[config.mk]
export PLATFORM = sky130hd
export DESIGN_NAME = div_unit
export DESIGN_NICKNAME = d
export VERILOG_FILES = /design/src/rtl/div_unit.sv
export SDC_FILE = /design/constraint.sdc
export NUM_CORES = 1
export LEC_CHECK = 0
export CORE_MARGIN = 5
export CORE_UTILIZATION = 57
export DETAILED_ROUTE_END_ITERATION = 10
export GPL_ROUTABILITY_DRIVEN = 0
export PLACE_DENSITY_LB_ADDON = 0.15
export SETUP_SLACK_MARGIN = 0.05
export SLEW_MARGIN = 10
export SYNTH_ARGS = -nofsm -noshare
export SYNTH_HDL_FRONTEND = slang
export SYNTH_SLANG_ARGS = --single-unit
[constraint.sdc]
create_clock -name clock -period 3.6 [get_ports clock]
set_clock_uncertainty 0.05 [all_clocks]
set_input_delay 0.36 -clock clock [delete_from_list [all_inputs] [get_ports clock]]
set_output_delay 0.36 -clock clock [all_outputs]
set_load 0.05 [all_outputs]
[src/rtl/div_unit.sv]
// Multicycle signed restoring divider for the MIPS div instruction.
// Produces one quotient bit per cycle and returns the quotient on lo and the remainder on hi.
//
// state | meaning
// IDLE  | waiting for start; operands are captured on a start edge
// RUN   | one restoring shift/subtract step per cycle, WIDTH steps in total
// FIX   | applies the result signs and loads hi/lo
// DONE  | single-cycle completion; div_zero marks the divide-by-zero path
module div_unit #(
    parameter int WIDTH = 32,
    parameter int CNT_W = 6
) (
    input  logic             clock,
    input  logic             reset,
    input  logic             start,
    input  logic [WIDTH-1:0] dividend,
    input  logic [WIDTH-1:0] divisor,
    output logic             busy,
    output logic             done,
    output logic             div_zero,
    output logic [WIDTH-1:0] hi,
    output logic [WIDTH-1:0] lo
);

    typedef enum logic [1:0] {IDLE, RUN, FIX, DONE} state_t;

    state_t           state, state_nxt;
    logic [WIDTH-1:0] rem, quo, dvsr;
    logic [CNT_W-1:0] cnt;
    logic             sign_q, sign_r, zero_q;
    logic [WIDTH-1:0] dividend_abs, divisor_abs;
    logic [WIDTH:0]   rem_sh;
    logic [WIDTH-1:0] trial;
    logic             fits;

    always_comb begin
        dividend_abs = dividend[WIDTH-1] ? -dividend : dividend;
        divisor_abs  = divisor[WIDTH-1]  ? -divisor  : divisor;
        rem_sh       = {rem, quo[WIDTH-1]};
        fits         = (rem_sh >= {1'b0, dvsr});
        // When the trial fits, the difference is below dvsr, so WIDTH bits hold it.
        trial        = rem_sh[WIDTH-1:0] - dvsr;
    end

    always_ff @(posedge clock) begin
        if (reset) state <= IDLE;
        else       state <= state_nxt;
    end

    always_comb begin
        state_nxt = state;
        case (state)
            IDLE: if (start) state_nxt = (divisor == '0) ? DONE : RUN;
            RUN:  if (cnt == '0) state_nxt = FIX;
            FIX:  state_nxt = DONE;
            DONE: state_nxt = IDLE;
            default: state_nxt = IDLE;
        endcase
    end

    assign busy     = (state == RUN) || (state == FIX);
    assign done     = (state == DONE);
    assign div_zero = (state == DONE) && zero_q;

    always_ff @(posedge clock) begin
        if (reset) begin
            rem    <= '0;
            quo    <= '0;
            dvsr   <= '0;
            cnt    <= '0;
            sign_q <= 1'b0;
            sign_r <= 1'b0;
            zero_q <= 1'b0;
            hi     <= '0;
            lo     <= '0;
        end else begin
            case (state)
                IDLE: begin
                    if (start) begin
                        if (divisor == '0) begin
                            zero_q <= 1'b1;
                        end else begin
                            zero_q <= 1'b0;
                            quo    <= dividend_abs;
                            dvsr   <= divisor_abs;
                            rem    <= '0;
                            cnt    <= CNT_W'(WIDTH - 1);
                            sign_q <= dividend[WIDTH-1] ^ divisor[WIDTH-1];
                            sign_r <= dividend[WIDTH-1];
                        end
                    end
                end
                RUN: begin
                    rem <= fits ? trial : rem_sh[WIDTH-1:0];
                    quo <= {quo[WIDTH-2:0], fits};
                    cnt <= cnt - 1'b1;
                end
                FIX: begin
                    lo <= sign_q ? -quo : quo;
                    hi <= sign_r ? -rem : rem;
                end
                default: ;
            endcase
        end
    end

endmodule
# After elaboration in Yosys (flattened, before gate mapping)
# Index checks and enable logic that the tools add are counted.
[word_totals]
register_bits = 171
elab_cells = 54
output_inout_bits = 67
in_bits = 67
[classes]
n_reduce_logical = 10
order_cmp = 1
n_eq_ne = 6
addsub = 6
n_bitwise = 2
mux = 19
[ops]
columns = ["op", "n"]
rows = [
  ["32-bit 2-to-1 mux", 9],
  ["32-bit negation", 4],
  ["32-bit case mux with 2 select lines", 2],
  ["33-bit by 32-bit >= comparator with 1-bit output", 1],
  ["32-bit logical NOT", 1],
  ["32-bit subtractor", 1],
  ["6-bit 2-to-1 mux", 2],
  ["6-bit case mux with 2 select lines", 1],
  ["2-bit case mux with 4 select lines", 1],
  ["6-bit logical NOT", 1],
  ["2-bit 2-to-1 mux", 3],
  ["2-bit != test, second input constant", 3],
  ["3-bit AND reduction", 2],
  ["6-bit by 1-bit subtractor with 6-bit output, second input constant", 1],
  ["2-bit equality test, second input constant", 2],
  ["2-bit AND reduction", 2],
  ["2-bit by 1-bit equality test with 1-bit output, second input constant", 1],
  ["2-bit logical NOT", 1],
  ["2-bit nonzero test", 1],
  ["1-bit logical AND", 1],
  ["1-bit logical OR", 1],
  ["1-bit 2-to-1 mux", 1],
  ["1-bit NOT", 1],
  ["1-bit bitwise XOR", 1],
]

# Longest topological paths before layout
[logic_depth]
depth_word = 5
mapped_depth = 13
ltp_nobuf = 12

# Worst setup path after synthesis
# No wires, ideal clock.
[synth_path]
path_type = "flip-flop to flip-flop"
startpoint = "reg rem[29]"
endpoint = "reg rem[15]"
t_arrival_ps = 2814
path_slack_ps = 619
synth_period_minus_slack_ps = 2981
path_stages_with_launch = 13
setup_time_ps = 117
path_cell_list = "dfxtp_1 > ha_1 > buf_2 > a21o_1 > a211o_1 > a41o_1 > a41o_1 > a21oi_1 > and2_0 > clkbuf_1 > buf_4 > nand2_1 > a32o_1"
[synth_via]
elab_chain_cells = 3
[synth_rtl]
columns = ["element", "line_no", "source"]
rows = [
  ["from (decl)", "28", "logic [WIDTH-1:0] rem, quo, dvsr;"],
  ["from (signal assigned)", "94", "rem <= fits ? trial : rem_sh[WIDTH-1:0];"],
  ["33-bit by 32-bit >= comparator with 1-bit output", "40", "fits = (rem_sh >= {1'b0, dvsr});"],
  ["32-bit 2-to-1 mux", "94", ""],
  ["32-bit case mux with 2 select lines", "77", "case (state)"],
]
# No other way between the ends.
# A chain may end at the register's enable or synchronous reset.

# Final worst setup path
[layout_path]
startpoint = "reg dvsr[30]"
endpoint = "reg rem[2]"
[layout_via]
elab_chain_cells = 3
[layout_rtl]
columns = ["element", "line_no", "source"]
rows = [
  ["from (decl)", "28", ""],
  ["from (signal assigned)", "85", "dvsr <= divisor_abs;"],
  ["33-bit by 32-bit >= comparator with 1-bit output", "40", ""],
  ["32-bit 2-to-1 mux", "94", ""],
  ["32-bit case mux with 2 select lines", "77", ""],
]
# No other way between the ends.

==> results.py <==
metrics = {
    "synth": {
        "postSynthAreaPerCell_sq_um": 7.857,
        "yosys_warnings": 0,
        "ys_ff_latch": 171,
        "async_flop_share": 0,
        "ys_seq_area_frac": 0.3075,
        "netlist_instances": 1417,
        "syn-num-nets": 1528,
        "synth-edff-count": 0,
        "ys.flop_type": "dfxtp_1",
        "synth_cell_types": 77,
        "synth_area_sq_mm": 0.01113,
    },
    "power_and_ir_drop": {
        "clockPowerShare": 0.184,
        "switchingPower_uw": 4611,
        "pwr-share-seq": 0.285,
        "comb_power_share": 0.532,
        "p_int_uw": 5255,
        "power_density_mw_per_mm2": 743.8,
        "power_uw": 9866,
        "p_sw_frac": 0.4673,
        "p_leak_uw": 0.005065,
        "vdd_drop_max_mv": 0.7354,
    },
    "floorplan": {
        "die_h_um": 149.8,
        "core_area_sq_mm": 0.01933,
        "num_io_pins": 134,
        "fp.dieW_um": 149.8,
        "initial_core_util": 0.5758,
        "fp-row-count": 51,
        "die-area_sq_mm": 0.02243,
    },
    "global_routing": {
        "antenna_found_initial": 0,
        "grt_overflow_total": 0,
        "grt_util_met3": 0.04846,
        "met2_usage": 0.3803,
        "grt_pass1_vias": 9536,
        "grtUsageMet1": 0.3928,
        "grt_max_degree": 90,
        "grt_pass1_wl_um": 48010,
        "globalRoute.busiestLayer": "met1",
        "grt_util_all_layers": 0.2609,
    },
    "place": {
        "place_ws_ps": 174.2,
        "io_buffer_count": 133,
        "dpl.hpwl_um": 22270,
        "place_area_sq_mm": 0.01268,
    },
    "routing": {
        "vias": 10510,
        "drc": 0,
        "wl_per_cell_um": 16.39,
        "postRouteAntennaNets": 0,
        "detail_route.first_pass.iterations": 5,
        "wirelength_um": 29300,
        "drtIter0Drc": 781,
        "viasPerCell": 5.875,
    },
    "layout": {
        "drive_gt1_frac": 0.06172,
        "final_area_sq_mm": 0.01327,
        "finalNetCount": 1621,
        "diodes": 0,
        "area_growth_syn_to_layout_pct": 19.15,
        "utilization": 0.6861,
    },
    "worst_setup_path": {
        "crit_path_end_kind": "flip-flop",
        "path_class": "reg -> reg",
        "cp.required_ps": 3850,
        "r2r_cells": 11,
        "cp.arrival_ps": 3630,
        "cp_max_fo": 27,
        "startpoint_type": "flip-flop",
    },
    "clock_network": {
        "h-tree-depth": 4,
        "clock-sinks": 171,
        "cts_hold_buf": 0,
        "tritoncts": "built",
        "numCtsBuffers": 17,
        "clock_tree.root_cell": "clkbuf_16",
        "cts.clk_slew.worst_paths_ps": 70,
        "cts.path.max_buffers": 2,
        "clock_latency_ps": 430,
    },
    "timing": {
        "tightest_slew_ps": 1001,
        "grt_setup_unrepaired": "false",
        "finalHoldViolCount": 0,
        "setup_ws_ps": 218.4,
        "min_period_over_period": 0.9393,
        "setup_viol": 0,
        "maxSlewViolCount": 0,
        "tns_ps": 0,
        "clock.fmax_mhz": 295.7,
        "relSlewSlack": 0.3320,
        "period_minus_slack_ps": 3382,
    },
    "status": {
        "status": "finished clean",
    },
    "min_path": {
        "hold_depth": 2,
        "hp-class": "in -> reg",
    },
    "flow_run": {
        "maxCapViolCount": 0,
    },
}
==> layout by cell type, fill, tap and decap left out, drive strengths merged, types with 5 or more instances in the layout <==
master / count
a21oi: 76
o21a: 5
mux2i: 28
o22ai: 7
or3: 19
o41ai: 18
nand2: 178
o31ai: 36
a211oi: 98
or2: 8
xnor2: 24
nand4: 14
o21ai: 96
inv: 63
ha: 43
nor3: 17
dfxtp: 171
nor2b: 10
a32oi: 8
a21o: 14
o211ai: 5
nor2: 143
a211o: 5
and3: 6
xor2: 123
or4: 19
a32o: 5
o21bai: 9
clkbuf: 18
clkdlybuf4s50: 132
nor4: 15
buf: 33
nand3: 23
nand2b: 9
==> registers in the layout, summed over array words and instances, names as in the netlist <==
name / cells
state: 2
rem: 32
quo: 32
hi: 32
lo: 32
sign_q: 1
zero_q: 1
cnt: 6
sign_r: 1
dvsr: 32
==> cells in the mapped netlist (16+ instances only) <==
cell type	n	area share
a211oi_1	98	0.066
a21oi_1	76	0.034
clkbuf_1	71	0.024
dfxtp_1	171	0.31
ha_1	43	0.048
inv_1	54	0.018
mux2i_1	28	0.025
nand2_1	177	0.060
nand3_1	22	0.0099
nor2_1	143	0.048
nor3_1	16	0.0072
o21ai_0	93	0.042
o31ai_1	34	0.023
o41ai_1	18	0.014
or3_1	17	0.0096
xnor2_1	24	0.019
xor2_1	123	0.097
==> worst max-delay path, cell delays in order (launching register included) <==
cell and delay, ps:
dfxtp_1 340, inv_1 50, ha_1 410, a21o_1 210, a211o_1 300, a41o_1 210, a41o_1 210, a21oi_1 670
nand2_2 150, buf_12 230, mux2i_1 290, o21ai_0 130
==> final cells by class <==
class	instances	area (sq um)
Timing Repair Buffer	165	1607
Sequential cell	171	3423
Tap cell	265	331.6
Clock buffer	18	439.2
Multi-Input combinational cell	1101	7117
Inverter	54	202.7
Clock inverter	14	145.1
Fill cell	1667	6070
==> logic make-up (layout without fill, tap and decap cells) <==
kind of cell,after synthesis,in the layout,share of synthesized area
flops,171,171,0.3075
fa+ha+maj,44,44,0.05012
simple gates,473,473,0.2000
xor+xnor,147,147,0.1156
compound gates,409,409,0.2468
buf+inv,145,251,0.05473
mux,28,28,0.02517
==> power by group through the flow <==
stage          clock (uW)  combinational [uW]  sequential, uW
2_1_floorplan           0                3210            3390
3_3_place_gp            0                5100            2820
3_5_place_dp            0                5180            2830
4_1_cts              1850                5210            2790
5_1_grt              1940                5730            2870
6_report             1810                5240            2810
==> per-stage QoR <==
step	hold slack, ps	std cells
after floorplan	381.9	1417
after global placement	396.6	1756
after detailed placement	398.8	1756
after CTS	328.4	1788
after global routing	366.6	1788
final	344.7	1788
==> layer usage <==
metal / part of all wire / vias to the layer above / wire (um)
met4: 0.020 / 0 / 582
met1: 0.47 / 4792 / 13810
met2: 0.42 / 384 / 12220
li1: - / 5283 / -
met3: 0.092 / 46 / 2690
met5: 0 / - / 0
==> path summary, 6_finish.rpt <==
kind | to | slack (ps) | startpoint
max | rem[2] | 220 | dvsr[30]
min | quo[6] | 340 | reset
max reg2reg | rem[2] | 220 | dvsr[30]
min reg2reg | dvsr[31] | 420 | dvsr[31]
==> what timing repair did <==
action,4_1_cts,5_1_grt
setup buffers,0,0
setup endpoints to repair,0,1
gates resized for setup,0,1
(Power assumes the default switching activity.)
